### config.mk
export PLATFORM = sky130hd
export DESIGN_NAME = window_fetch
export DESIGN_NICKNAME = d
export VERILOG_FILES = /design/src/rtl/window_fetch.sv
export SDC_FILE = /design/constraint.sdc
export NUM_CORES = 2
export LEC_CHECK = 0
export ABC_CLOCK_PERIOD_IN_PS = 13300
export CAP_MARGIN = 20
export CORE_AREA = 2 2 358 360
export DETAILED_ROUTE_END_ITERATION = 12
export DIE_AREA = 0 0 360 362
export PLACE_DENSITY = 0.84
export SETUP_SLACK_MARGIN = 0.15
export SYNTH_ARGS = -nofsm -noshare
export SYNTH_HDL_FRONTEND = slang
export SYNTH_SLANG_ARGS = --single-unit
export TNS_END_PERCENT = 100
### constraint.sdc
create_clock -name clk -period 13.3 [get_ports clk]
set_clock_uncertainty 0.1 [all_clocks]
set_input_delay 2.66 -clock clk [delete_from_list [all_inputs] [get_ports clk]]
set_output_delay 2.66 -clock clk [all_outputs]
set_load 0.05 [all_outputs]
### src/rtl/window_fetch.sv
// Fetches a 5x5 block of words from data memory, one read per cycle, into a
// staging buffer and publishes the whole window at once with a done pulse.
module window_fetch #(
  parameter int DATA_W = 32,
  parameter int ADDR_W = 32,
  parameter int WIN    = 5
) (
  input  logic                        clk,
  input  logic                        rst_n,
  input  logic                        start,
  input  logic [ADDR_W-1:0]           base_addr,
  input  logic [15:0]                 stride,
  output logic                        mem_rd,
  output logic [ADDR_W-1:0]           mem_addr,
  input  logic [DATA_W-1:0]           mem_rdata,
  output logic                        busy,
  output logic                        done,
  output logic [WIN*WIN*DATA_W-1:0]   window_out,
  output logic [1:0]                  state
);

  // Handshake: start is a level request sampled only when busy=0 or done=1
  // (IDLE/DONE); there is no back-pressure. done is a one-cycle strobe that
  // coincides with the first cycle window_out shows the new window.

  localparam int NW = WIN * WIN;

  localparam logic [1:0] S_IDLE  = 2'd0;
  localparam logic [1:0] S_FETCH = 2'd1;
  localparam logic [1:0] S_DRAIN = 2'd2;
  localparam logic [1:0] S_DONE  = 2'd3;

  localparam logic [2:0] COL_LAST = 3'(WIN - 1);
  localparam logic [4:0] IDX_LAST = 5'(NW - 1);

  logic [1:0]        st;
  logic [15:0]       stride_q;
  logic [ADDR_W-1:0] row_base;
  logic [2:0]        col;
  logic [4:0]        idx;
  logic              tag_valid;
  logic [4:0]        tag_idx;
  logic [DATA_W-1:0] staging [NW];

  always_ff @(posedge clk) begin
    if (!rst_n) begin
      st         <= S_IDLE;
      stride_q   <= '0;
      row_base   <= '0;
      col        <= '0;
      idx        <= '0;
      tag_valid  <= 1'b0;
      tag_idx    <= '0;
      window_out <= '0;
      for (int k = 0; k < NW; k++) staging[k] <= '0;
    end else begin
      // Read data returns one cycle after its strobe, so the tag lags by one.
      tag_valid <= (st == S_FETCH);
      tag_idx   <= idx;
      if (tag_valid) staging[tag_idx] <= mem_rdata;

      case (st)
        S_IDLE, S_DONE: begin
          if (start) begin
            stride_q <= stride;
            row_base <= base_addr;
            col      <= '0;
            idx      <= '0;
            st       <= S_FETCH;
          end else begin
            st <= S_IDLE;
          end
        end
        S_FETCH: begin
          idx <= idx + 5'd1;
          if (col == COL_LAST) begin
            col      <= '0;
            row_base <= row_base + ADDR_W'(stride_q);
          end else begin
            col <= col + 3'd1;
          end
          if (idx == IDX_LAST) st <= S_DRAIN;
        end
        S_DRAIN: begin
          // Last word is still on the bus; take it directly alongside staging.
          for (int k = 0; k < NW - 1; k++)
            window_out[k*DATA_W +: DATA_W] <= staging[k];
          window_out[(NW-1)*DATA_W +: DATA_W] <= mem_rdata;
          st <= S_DONE;
        end
        default: st <= S_IDLE;
      endcase
    end
  end

  assign state    = st;
  assign mem_rd   = (st == S_FETCH);
  assign mem_addr = mem_rd ? (row_base + ADDR_W'(col)) : '0;
  assign busy     = (st != S_IDLE);
  assign done     = (st == S_DONE);

endmodule
==> impl_metrics.toml <==
[outcome]
outcome = "finished clean"

[clocking]
cts.clk_slew.worst_paths_ns = 0.06
htreeDepth = 4
numCtsBuffers = 161
holdBufCountCts = 0
insertion_delay_ns = 0.81
cts_tree = "yes"
cts_setup_buffers = 0
clock_path_buffers = 3
cts-resized-gates = 0
clock-sinks = 1632
cts_root_buffer = "clkbuf_16"

[die]
fp.dieH_um = 362
io_pins = 920
dieArea_mm2 = 0.130
rows = 131
core_area_mm2 = 0.127
die_x_um = 360
initial_core_util_pct = 48.1

[sta]
min_period_over_period_pct = 50.5
drv_slew = 0
period_minus_slack_ns = 6.71
tightest_slew_ns = 1.17
rsz0062_at_grt = "no"
max-slew-margin-rel_pct = 22.0
final_hold_viol_count = 0
setup_tns_ns = 0
fmax_mhz = 149
setup_viol = 0

[power]
p_comb_share_pct = 25.1
power_density_mw_per_mm2 = 181
power.switching_mw = 4.60
p_int_mw = 9.46
p_leak_nw = 27.9
clock_power_share_pct = 32.6
pwr-share-seq_pct = 42.2
ir_drop_uv = 182
p_sw_share_pct = 32.7

[global_route]
grt_pass1_vias = 39384
antenna_found_initial = 34
grt_usage_pct = 28.6
grt-ovfl-total = 0
grt_pass1_wl_mm = 272
grt_max_degree = 218

[drt]
detail-route-antenna-nets = 0
drt_first_pass_iters = 5
drtIter0Drc = 5371
routedWlPerCell_um = 25.6
wirelength_mm = 193
vias = 41279
drcViolationCount = 0
vias_per_cell = 5.47

[critical_path]
crit_fanout = 6
reg2reg_from = "state[0]"
arrival_ns = 3.95
max_stage_delay_ns = 0.81
crit_cells = 9
required_ns = 10.54
crit_path_top_delay_cell = "clkdlybuf4s50_1"
worstPathCellList = "ha_1 -> fa_1 -> a21oi_1 -> or4b_4 -> nor2_2 -> nand3_1 -> xor2_1 -> nor2_1 -> clkdlybuf4s50_1"
crit_buf_inv = 1
path_delay_family = "simple AND/OR/NAND/NOR gates"
reg2reg_depth = 7
setup.worst_path.end_class = "output port"
criticalPathCategory = "flip-flop to output port"
crit_start = "col[0]"
startpoint_type = "flip-flop"

[placed_design]
dpl_cell_area_mm2 = 0.0719
globalplace.congestion = 0.886
dp_hpwl_mm = 114
io_buffers = 919
dp.cells = 7217

[yosys]
synth_flop_cell = "dfxtp_1"
synth.cell_area_mm2 = 0.0609
syn_inst = 4917
synthArstFlopShare_pct = 0
synth_cell_types = 63
ys_seq_area_share_pct = 66.3
syn_nets = 5029
ys_ff_latch = 1632
yosysTopAreaCell = "edfxtp_1"
syn-mean-instance-area_um2 = 12.4
synth_edf_count = 768
ys_warn_count = 0
ys_top_cells_by_area = "edfxtp_1, dfxtp_1, mux2i_1"
synth_top_area_share_pct = 37.9

[worst_hold_path]
hold_class = "flip-flop to flip-flop"
hold_depth = 2
hp-start = "staging[14][25]"

[layout]
final_area_mm2 = 0.0775
fin_nets = 5841
area.growth.synth_to_final_pct = 27.3
drive_gt1_share_pct = 7.25
final_cell_mix = "clkdlybuf4s50_1, nor2_1, dfxtp_1, mux2i_1, and2_1"
layout.cells.non_filler = 7548
final_common_cell = "clkdlybuf4s50_1"
fillers = 9393

[flow_run]
drv_cap = 0
[metrics by stage]
stage                     power (mW)  util (%)  setup WS, ns  hold slack [ns]
after floorplan                 8.37         -          6.99            0.341
after global placement          9.45      56.5          6.98            0.353
after detailed placement        9.52      56.7          6.94            0.358
after CTS                       14.1      61.0          6.55            0.367
after global routing            14.5      61.1          6.43            0.383
final                           14.1      61.2          6.59            0.363
[worst register-to-register path: stages, from the launching register on]
cell     delay [ns]
dfxtp_1        0.39
inv_1          0.16
ha_4           0.45
buf_12         0.69
buf_12         1.01
buf_4          1.07
mux2i_1        0.39
nor2_1         0.06
[power by group through the flow]
stage	Sequential (mW)	Combinational, mW	Clock, mW
after floorplan	6.90	1.46	0
after global placement	6.01	3.44	0
after detailed placement	6.03	3.49	0
after CTS	5.93	3.52	4.63
after global routing	5.97	3.68	4.82
final	5.94	3.54	4.59
[per-layer routing]
metal | wire (um) | up-vias | global-route usage (%)
li1 | - | 18351 | -
met1 | 72400 | 20370 | 35.6
met2 | 90000 | 2161 | 46.1
met3 | 22000 | 393 | 8.83
met4 | 8350 | 4 | 12.3
met5 | 23 | - | 0
[area by class of cell]
| class | instances | area, um2 | share of cell area (%) |
|---|---|---|---|
| diodes | 21 | 52.6 | 0.0678 |
| clock buffers | 233 | 4610 | 5.95 |
| clock inverters | 66 | 733 | 0.946 |
| inverters | 13 | 56.3 | 0.0727 |
| multi-input cells | 2912 | 19500 | 25.1 |
| flip-flops and latches | 1632 | 40400 | 52.1 |
| well taps | 1662 | 2080 | 2.68 |
| repair buffers | 1009 | 10100 | 13.1 |
[registers in the layout (all words and copies together) (netlist names)]
signal,flops
col,3
idx,5
row_base,32
staging,768
state,2
stride_q,16
tag_idx,5
tag_valid,1
window_out,800
[synth_stat cells (all sizes together) (2+ instances only)]
library cell / number
a211oi: 10
a21o: 14
a21oi: 60
a221oi: 3
a31oi: 12
and2: 781
and3: 16
and4: 5
buf: 79
clkbuf: 281
dfxtp: 864
edfxtp: 768
fa: 2
ha: 27
inv: 13
mux2i: 808
nand2: 100
nand2b: 3
nand3: 18
nand3b: 3
nand4: 9
nand4b: 3
nor2: 885
nor2b: 3
nor3: 12
o211a: 2
o211ai: 4
o21a: 2
o21ai: 47
o22a: 2
o22ai: 3
o311ai: 3
o31ai: 4
or3: 4
or4: 4
xnor2: 27
xor2: 20
[worst paths after layout]
| path | end | slack [ns] |
|---|---|---|
| worst max-delay path | mem_addr[24] | 6.59 |
| worst min-delay path | window_out[473] | 0.36 |
| worst max register to register | window_out[359] | 8.86 |
| worst min register to register | window_out[473] | 0.36 |
[logic make-up (layout without fill, tap and decap cells)]
logic type | after synthesis | count (layout) | synth area share, %
other | 0 | 21 | 0
DFF | 1632 | 1632 | 66.3
buffers and inverters | 373 | 1321 | 2.33
and+or+nand+nor | 1851 | 1851 | 15.0
muxes | 808 | 808 | 13.3
xor gates and xnor gates | 47 | 47 | 0.676
AOI/OAI and AO/OA | 177 | 177 | 1.81
adders and majority gates | 29 | 29 | 0.621
Power figures use the tool's default switching activity.
